## src/rtl/aer_spike_encoder.sv

```systemverilog
// Rate-coding frame encoder emitting four-phase AER events, one time step per full raster scan.
// Define ENCODER_LFSR_EN for stochastic LFSR coding instead of deterministic phase accumulators.
module aer_spike_encoder #(
  parameter int FM_W      = 16,
  parameter int FM_H      = 16,
  parameter int TIME_STEP = 8,
  parameter int PIX_WIDTH = 8,
  localparam int NPIX     = FM_W * FM_H,
  localparam int AW       = $clog2(NPIX)
) (
  input  logic                 clk,
  input  logic                 rst,
  input  logic                 START,
  input  logic                 PIXEL_WE,
  input  logic [AW-1:0]        PIXEL_WADDR,
  input  logic [PIX_WIDTH-1:0] PIXEL_WDATA,
  output logic                 AEROUT_REQ,
  output logic [AW-1:0]        AEROUT_ADDR,
  input  logic                 AEROUT_ACK,
  output logic                 BUSY,
  output logic                 STEP_DONE,
  output logic                 DONE
);

  localparam int SW = (TIME_STEP > 1) ? $clog2(TIME_STEP) : 1;

  typedef enum logic [2:0] {IDLE, SCAN, REQ, ACK_LOW, STEP_END, FIN} state_t;

  state_t               state_q, state_d;
  logic [AW-1:0]        idx_q;
  logic [SW-1:0]        step_q;
  logic [PIX_WIDTH-1:0] pix_mem [NPIX];
  logic [PIX_WIDTH-1:0] pix_cur;
  logic                 spike;
  logic                 start_run, scan_en, advance;
  logic                 last_pix, last_step;

  assign pix_cur   = pix_mem[idx_q];
  assign last_pix  = (idx_q == AW'(NPIX - 1));
  assign last_step = (step_q == SW'(TIME_STEP - 1));

  // NOTE: pixel storage has no reset; clearing a frame buffer costs a wide reset tree and buys nothing.
  always_ff @(posedge clk) begin
    if (PIXEL_WE && state_q == IDLE)
      pix_mem[PIXEL_WADDR] <= PIXEL_WDATA;
  end

`ifdef ENCODER_LFSR_EN
  logic [15:0] lfsr_q;
  logic        lfsr_fb;

  assign lfsr_fb = lfsr_q[15] ^ lfsr_q[13] ^ lfsr_q[12] ^ lfsr_q[10];
  assign spike   = pix_cur > lfsr_q[PIX_WIDTH-1:0];

  always_ff @(posedge clk) begin
    if (rst || (start_run))
      lfsr_q <= 16'hACE1;
    else if (scan_en)
      lfsr_q <= {lfsr_q[14:0], lfsr_fb};
  end
`else
  localparam logic [PIX_WIDTH:0] FS_EXT = {1'b0, {PIX_WIDTH{1'b1}}};

  logic [PIX_WIDTH-1:0] acc_q [NPIX];
  logic [PIX_WIDTH:0]   sum;
  logic [PIX_WIDTH-1:0] acc_next;

  // One extra bit keeps acc+pix exact; the residue after a spike is always below FS.
  assign sum      = {1'b0, acc_q[idx_q]} + {1'b0, pix_cur};
  assign spike    = (sum >= FS_EXT);
  assign acc_next = spike ? PIX_WIDTH'(sum - FS_EXT) : sum[PIX_WIDTH-1:0];

  always_ff @(posedge clk) begin
    if (rst || start_run) begin
      for (int i = 0; i < NPIX; i++) acc_q[i] <= '0;
    end else if (scan_en) begin
      acc_q[idx_q] <= acc_next;
    end
  end
`endif

  // NOTE: every register is updated with <= so all flops see pre-edge values regardless of block order.
  always_ff @(posedge clk) begin
    if (rst) state_q <= IDLE;
    else     state_q <= state_d;
  end

  always_comb begin
    state_d   = state_q;
    start_run = 1'b0;
    scan_en   = 1'b0;
    advance   = 1'b0;
    unique case (state_q)
      IDLE: if (START) begin
        start_run = 1'b1;
        state_d   = SCAN;
      end
      SCAN: begin
        scan_en = 1'b1;
        if (spike)         state_d = REQ;
        else if (last_pix) state_d = STEP_END;
        else               advance = 1'b1;
      end
      REQ: if (AEROUT_ACK) state_d = ACK_LOW;
      ACK_LOW: if (!AEROUT_ACK) begin
        if (last_pix) state_d = STEP_END;
        else begin
          advance = 1'b1;
          state_d = SCAN;
        end
      end
      STEP_END: state_d = last_step ? FIN : SCAN;
      FIN:      state_d = IDLE;
      default:  state_d = IDLE;
    endcase
  end

  always_ff @(posedge clk) begin
    if (rst || start_run) begin
      idx_q  <= '0;
      step_q <= '0;
    end else if (state_q == STEP_END) begin
      idx_q  <= '0;
      step_q <= step_q + 1'b1;
    end else if (advance) begin
      idx_q  <= idx_q + 1'b1;
    end
  end

  // The index register doubles as the event address; it is frozen throughout a handshake.
  assign AEROUT_REQ  = (state_q == REQ);
  assign AEROUT_ADDR = idx_q;
  assign BUSY        = (state_q != IDLE);
  assign STEP_DONE   = (state_q == STEP_END);
  assign DONE        = (state_q == FIN);

endmodule

```

## config.mk

```make
export PLATFORM = sky130hd
export DESIGN_NAME = aer_spike_encoder
export DESIGN_NICKNAME = d
export VERILOG_FILES = /design/src/rtl/aer_spike_encoder.sv
export SDC_FILE = /design/constraint.sdc
export NUM_CORES = 2
export LEC_CHECK = 0
export BUFFER_PORTS_ARGS = -buffer_cell sky130_fd_sc_hd__clkbuf_2
export CAP_MARGIN = 20
export CELL_PAD_IN_SITES_DETAIL_PLACEMENT = 0
export CELL_PAD_IN_SITES_GLOBAL_PLACEMENT = 1
export CORE_MARGIN = 4
export CORE_UTILIZATION = 52
export CTS_BUF_LIST = sky130_fd_sc_hd__clkbuf_2 sky130_fd_sc_hd__clkbuf_4 sky130_fd_sc_hd__clkbuf_8
export CTS_CLUSTER_DIAMETER = 80
export DETAILED_ROUTE_END_ITERATION = 6
export MAX_ROUTING_LAYER = met4
export PLACE_DENSITY = 0.9
export SETUP_SLACK_MARGIN = 0.15
export SYNTH_ARGS = -nofsm -noshare
export SYNTH_HDL_FRONTEND = slang
export SYNTH_SLANG_ARGS = --single-unit
```

## constraint.sdc

```tcl
create_clock -name clk -period 5.7 [get_ports clk]
set_input_delay 0.285 -clock clk [delete_from_list [all_inputs] [get_ports clk]]
set_output_delay 0.285 -clock clk [all_outputs]
set_load 0.005 [all_outputs]
```

Word level (Yosys, flattened, before mapping)

Memories as Yosys holds them, arrays and structs flattened. A register that Yosys moved wholly into a read port is not among the register bits.
Cells that the tools add are included.

Register bits: 14
Memory bits (writable): 4096
Output and inout bits: 12
Word-level logic and storage cells: 58
Memories: 2

Add/sub/neg operators: 4
Order comparisons: 1
Equal/unequal tests: 11
Multiplexer cells: 30
Reductions and logical operators: 7

Memories:

| memory  | depth | width | read ports | clocked after Yosys merged registers in | wr ports | line | source |
|---|---|---|---|---|---|---|---|
| acc_q   | 256   | 8     | 1          | 1                                       | 256      | 64   | `logic [PIX_WIDTH-1:0] acc_q [NPIX];` |
| pix_mem | 256   | 8     | 1          | 1                                       | 1        | 32   | `logic [PIX_WIDTH-1:0] pix_mem [NPIX];` |

Operators by type and width:

| operator            | number |
|---|---|
| $mux 8              | 7 |
| $mux 3              | 7 |
| $pmux 3 s5          | 1 |
| $mux 1              | 14 |
| $add 8x8->9         | 1 |
| $eq 3x3->1 const B  | 3 |
| $ge 9x8->1 const B  | 1 |
| $add 8x1->8 const B | 1 |
| $eq 8x8->1 const B  | 1 |
| $reduce_or 8->1     | 1 |
| $sub 8x8->8 const B | 1 |
| $eq 3x2->1 const B  | 2 |
| $ne 2x2->1 const B  | 2 |
| $reduce_and 4->1    | 1 |
| $add 3x1->3 const B | 1 |
| $eq 3x1->1 const B  | 1 |
| $logic_not 3->1     | 1 |
| $ne 3x3->1 const B  | 1 |
| $reduce_bool 3->1   | 1 |
| $ne 2x1->1 const B  | 1 |
| $pmux 1 s2          | 1 |
| $reduce_or 2->1     | 1 |
| $logic_and 1x1->1   | 1 |
| $logic_or 1x1->1    | 1 |

Depth between registers and ports, before layout

Depth in word-level cells: 7
Depth in mapped cells: 24
Depth with buffers taken out: 16

Least setup slack after synthesis

Ideal clock, no wire load.

Path type: reg-to-reg
Start: reg (tool-made name)
End: mem acc_q[100][1] (data pin)
Setup time: 0.265 ns
Arrival: 5.676 ns
Required time: 5.435 ns
Path slack: -0.241 ns
Cell stages (with the launch flop): 21
Buffers on the path: 6
Clock period less this slack: 5.941 ns
Cells stage by stage: dfxtp_1 clkbuf_1 buf_2 buf_1 buf_2 mux4_2 a221oi_1 o22ai_1 nor3_1 a211oi_1 ha_1 fa_1 a21o_1 a221oi_1 xnor2_1 or4b_4 o21ai_2 mux2i_1 clkbuf_1 clkbuf_1 nor2_1

RTL lines:

| what      | line |
|---|---|
| to (decl) | 64 |

==> summary.txt <==
==================================================================================
MaxCap Viol Count                                                                0
Number of enable-type register cells in the synthesized netlist              4,096
Ratio of total power to cell area                                       448 nW/µm²
Number of vias after detailed routing                                      106,000
Final clock skew                                                           93.7 ps
Die Wd                                                                      586 µm
Flop-to-flop setup slack                                                   -510 ps
Effective utilization at floorplan                                           0.524
Cell types with the highest counts after synthesis                    sky130_fd_sc_hd__edfxtp_1, sky130_fd_sc_hd__nor2_1, sky130_fd_sc_hd__mux4_2, sky130_fd_sc_hd__a21oi_2, sky130_fd_sc_hd__mux2i_1
Hold violation total from the final report                                       0
Num CTS Buffers                                                                636
Critical setup path kind                                                reg -> reg
Number of standard cells after synthesis                                    10,400
Number of synthesis warnings                                                     0
Cells taking the most area after synthesis                            sky130_fd_sc_hd__edfxtp_1, sky130_fd_sc_hd__mux4_2, sky130_fd_sc_hd__a21oi_2, sky130_fd_sc_hd__mux2i_1, sky130_fd_sc_hd__nor2_1
Overall die area                                                       343,000 µm²
Final net count                                                             11,300
Clock tree from TritonCTS                                                      yes
Logic depth of the worst register-to-register path                              24
Worst supply voltage drop on vdd                                          0.654 mV
Clock H-tree levels                                                              6
Post-route DRC                                                                   7
WHS                                                                         112 ps
Slowest-stage cell, CP                                                sky130_fd_sc_hd__or4b_4
Initial antenna violation count                                                 11
Worst path cell trace                                                 buf_12 > buf_12 > buf_12 > buf_16 > buf_4 > mux4_2 > a22o_1 > nor4_2 > a21oi_2 > nand4_1 > a211oi_2 > buf_4 > ha_1 > fa_2 > a21o_1 > a221oi_4 > xnor2_2 > or4b_4 > o21ai_4 > buf_6 > mux2i_4 > buf_12 > buf_12 > nor2_1
Iteration-0 DRC count of the detailed router                                16,300
Share of post-route cells with drive strength above 1                        0.321
Number of cell rows                                                            211
Destination of the worst register-to-register timing path             acc_q[156][1]
I/O Pins                                                                        33
Setup slack after layout                                                   -509 ps
Max clock buf depth                                                              4
Final RePlAce weighted congestion                                            0.928
Predominant post-synthesis flop cell                                  sky130_fd_sc_hd__edfxtp_1
Worst Setup Slack post-DPL                                                -1290 ps
Finished Layout Cells                                                       16,100
Cell chosen for the clock root                                        sky130_fd_sc_hd__clkbuf_8
Total standard cell area after synthesis                               174,000 µm²
Bufs and invs on worst path                                                      9
Min Tclk post-route                                                        6210 ps
Mean Syn Cell Area                                                        16.7 µm²
Pin count of the biggest net entering global routing                           197
Pins over their slew limit                                                       0
Share of synthesized registers carrying an async set or reset                    0
Synth Net Count                                                             10,400
Routed length per placed instance                                          30.8 µm
Worst Path Required                                                        6610 ps
Actual slew at the worst max-slew pin                                      1280 ps
Endpoint of the worst hold-timing path                                  state_q[0]
Total routed wirelength                                                 496,000 µm
Sequential fraction of the synthesis area                                    0.711
Path type of the worst min-delay path                                    in -> reg
Hpwl dp                                                                 304,000 µm
Via count of the first global-routing pass                                 105,000
Family of cells with the greatest summed delay on the critical path   buffers and inverters
Run status                                                            finished, violations left
Most numerous cell on the critical path                               sky130_fd_sc_hd__buf_12
DP Cell Count                                                               14,800
Instance count along the most critical hold path                                 3
Arrival @ worst endpoint                                                   7120 ps
Max Fclk                                                                   161 MHz
CTS clk-pin slew, worst paths                                                60 ps
Via-per-instance ratio                                                        6.58
Max-slew headroom                                                            0.146
Port buffer count                                                               32
Logic depth of the worst setup path including buffers                           24
Startpoint type of the worst setup path                                   register
Synth area leader                                                     sky130_fd_sc_hd__edfxtp_1
Crit-path max cell delay                                                    530 ps
Combined global-route utilization of all metal layers                        0.286
Number of setup violations in the final report                               1,988
Filler cell count in the final layout                                       22,100
DIE HEIGHT                                                                  586 µm
DR pass1 iterations                                                              7
Final cycle utilization of the critical path                                  1.09
Leakage power total                                                        66.5 nW
Critical path peak fanout                                                       23
Global-route wire length before repair                                  704,000 µm
Num Clock Sinks                                                              4,118
Number of routed nets with antenna violations                                    0
Critical hold path startpoint                                                  rst
Violated checks                                                       design-rule violations, negative setup slack
RSZ-0062 raised after global routing                                           yes
Floorplan core area                                                    331,000 µm²
Clock Latency Late Sink                                                    1240 ps
Flop and latch count out of synthesis                                        4,118
Area Growth Syn to Fin                                                       16.3%
Dominant cell by count in the synthesized netlist                     sky130_fd_sc_hd__edfxtp_1
Overall overflow remaining after global route                                    0
Area share of the largest cell type after synthesis                          0.709
Type of destination of the critical path                                  register
Cell variety after synth                                                        50
==================================================================================
[per-stage QoR]
| stage | area, µm² | power, mW | utilization | TNS (ps) |
|---|---|---|---|---|
| global placement | 184000 | 59.3 | 0.556 | -1808020 |
| CTS | 199000 | 85.8 | 0.601 | -254610 |
| detailed placement | 184000 | 60.0 | 0.556 | -1651510 |
| finish | 202000 | 90.4 | 0.609 | -650170 |
| global route | 202000 | 92.5 | 0.609 | -868770 |
| floorplan | 174000 | 49.8 | - | 0 |
[cell type report]
cell class	instances	area (µm²)	area share
Antenna cell	22	55.1	0.000273
Clock buffer	865	10500	0.0521
Multi-Input combinational cell	5386	47000	0.233
Clock inverter	256	1630	0.00809
Timing Repair Buffer	1101	13700	0.0677
Inverter	7	26.3	0.000130
Sequential cell	4118	123000	0.612
Tap cell	4366	5460	0.0271
[per-layer routing]
metal / track usage / routed length, µm / up-vias
met2: 0.440 / 234000 / 8371
li1: - / - / 42800
met5: - / 0 / -
met1: 0.363 / 166000 / 53300
met4: 0.143 / 30700 / 0
met3: 0.0630 / 65100 / 1540
[report_power, final]
part / total, mW / leakage [nW] / switching (mW) / internal [mW]
combinational: 30.3 / 19.3 / 18.2 / 12.1
sequential: 35.9 / 40.8 / 0.532 / 35.4
clock: 24.1 / 6.44 / 11.7 / 12.4
[flip-flops by register name, summed over array words and instances (netlist names), named ones only]
name / flops
AEROUT_ADDR: 8
acc_q: 2048
pix_mem: 2048
state_q: 3
step_q: 3
[repair_timing]
item                                     CTS  global route
gates cloned                              33            54
hold buffers                              16             0
resized for setup                        197           153
endpoints found under the setup margin  2067          2066
pin swaps                                 54            35
endpoints found under the hold margin    840             0
setup buffers                             61            49
[worst register-to-register path: stages, from the launching register on]
cell,delay (ps)
sky130_fd_sc_hd__dfxtp_4,360
sky130_fd_sc_hd__buf_12,150
sky130_fd_sc_hd__buf_12,150
sky130_fd_sc_hd__buf_12,160
sky130_fd_sc_hd__buf_16,150
sky130_fd_sc_hd__buf_4,160
sky130_fd_sc_hd__mux4_2,270
sky130_fd_sc_hd__a22o_1,270
sky130_fd_sc_hd__nor4_2,330
sky130_fd_sc_hd__a21oi_2,110
sky130_fd_sc_hd__nand4_1,390
sky130_fd_sc_hd__a211oi_2,100
sky130_fd_sc_hd__buf_4,190
sky130_fd_sc_hd__ha_1,240
sky130_fd_sc_hd__fa_2,360
sky130_fd_sc_hd__a21o_1,210
sky130_fd_sc_hd__a221oi_4,310
sky130_fd_sc_hd__xnor2_2,170
sky130_fd_sc_hd__or4b_4,530
sky130_fd_sc_hd__o21ai_4,240
sky130_fd_sc_hd__buf_6,140
sky130_fd_sc_hd__mux2i_4,330
sky130_fd_sc_hd__buf_12,260
sky130_fd_sc_hd__buf_12,220
sky130_fd_sc_hd__nor2_1,90
[cells in the final DEF, fill, tap and decap left out, types with 94 or more instances in the layout]
master                     netlist  final
sky130_fd_sc_hd__a22oi_1       112    106
sky130_fd_sc_hd__buf_4           1    656
sky130_fd_sc_hd__o22ai_1       273    271
sky130_fd_sc_hd__a21oi_2       720    745
sky130_fd_sc_hd__mux4_2        800    800
sky130_fd_sc_hd__edfxtp_1     4096   4096
sky130_fd_sc_hd__clkbuf_4        0    223
sky130_fd_sc_hd__clkinv_1        0    127
sky130_fd_sc_hd__a22o_1         96     94
sky130_fd_sc_hd__nor2_1       1322   1294
sky130_fd_sc_hd__nor3_1        360    343
sky130_fd_sc_hd__nand2_1       554    553
sky130_fd_sc_hd__buf_12          0    198
sky130_fd_sc_hd__mux2i_1       564    562
sky130_fd_sc_hd__clkbuf_8        0    651
sky130_fd_sc_hd__a21oi_1       160    121
[how the worst max path moves through the flow]
stage / start / end / slack, ps
global placement: register / register / -1440
floorplan: register / acc_q[198][1] / 140
detailed placement: register / register / -1290
CTS: register / acc_q[69][3] / -250
finish: register / acc_q[156][1] / -510
global route: register / acc_q[27][1] / -590
[logic make-up (layout without fill, tap and decap cells)]
kind of cell,Yosys count,after routing,share of synthesized area
AO/OA/AOI/OAI,1494,1494,0.0660
XOR/XNOR,10,10,0.000548
adder cells (fa/ha/maj),16,16,0.00120
buffers and inverters,860,2229,0.0240
flip-flops,4118,4118,0.711
multiplexers,1365,1365,0.136
other,0,22,0
AND/OR/NAND/NOR,2501,2501,0.0604
No activity file was read; power rests on OpenSTA's default activity.
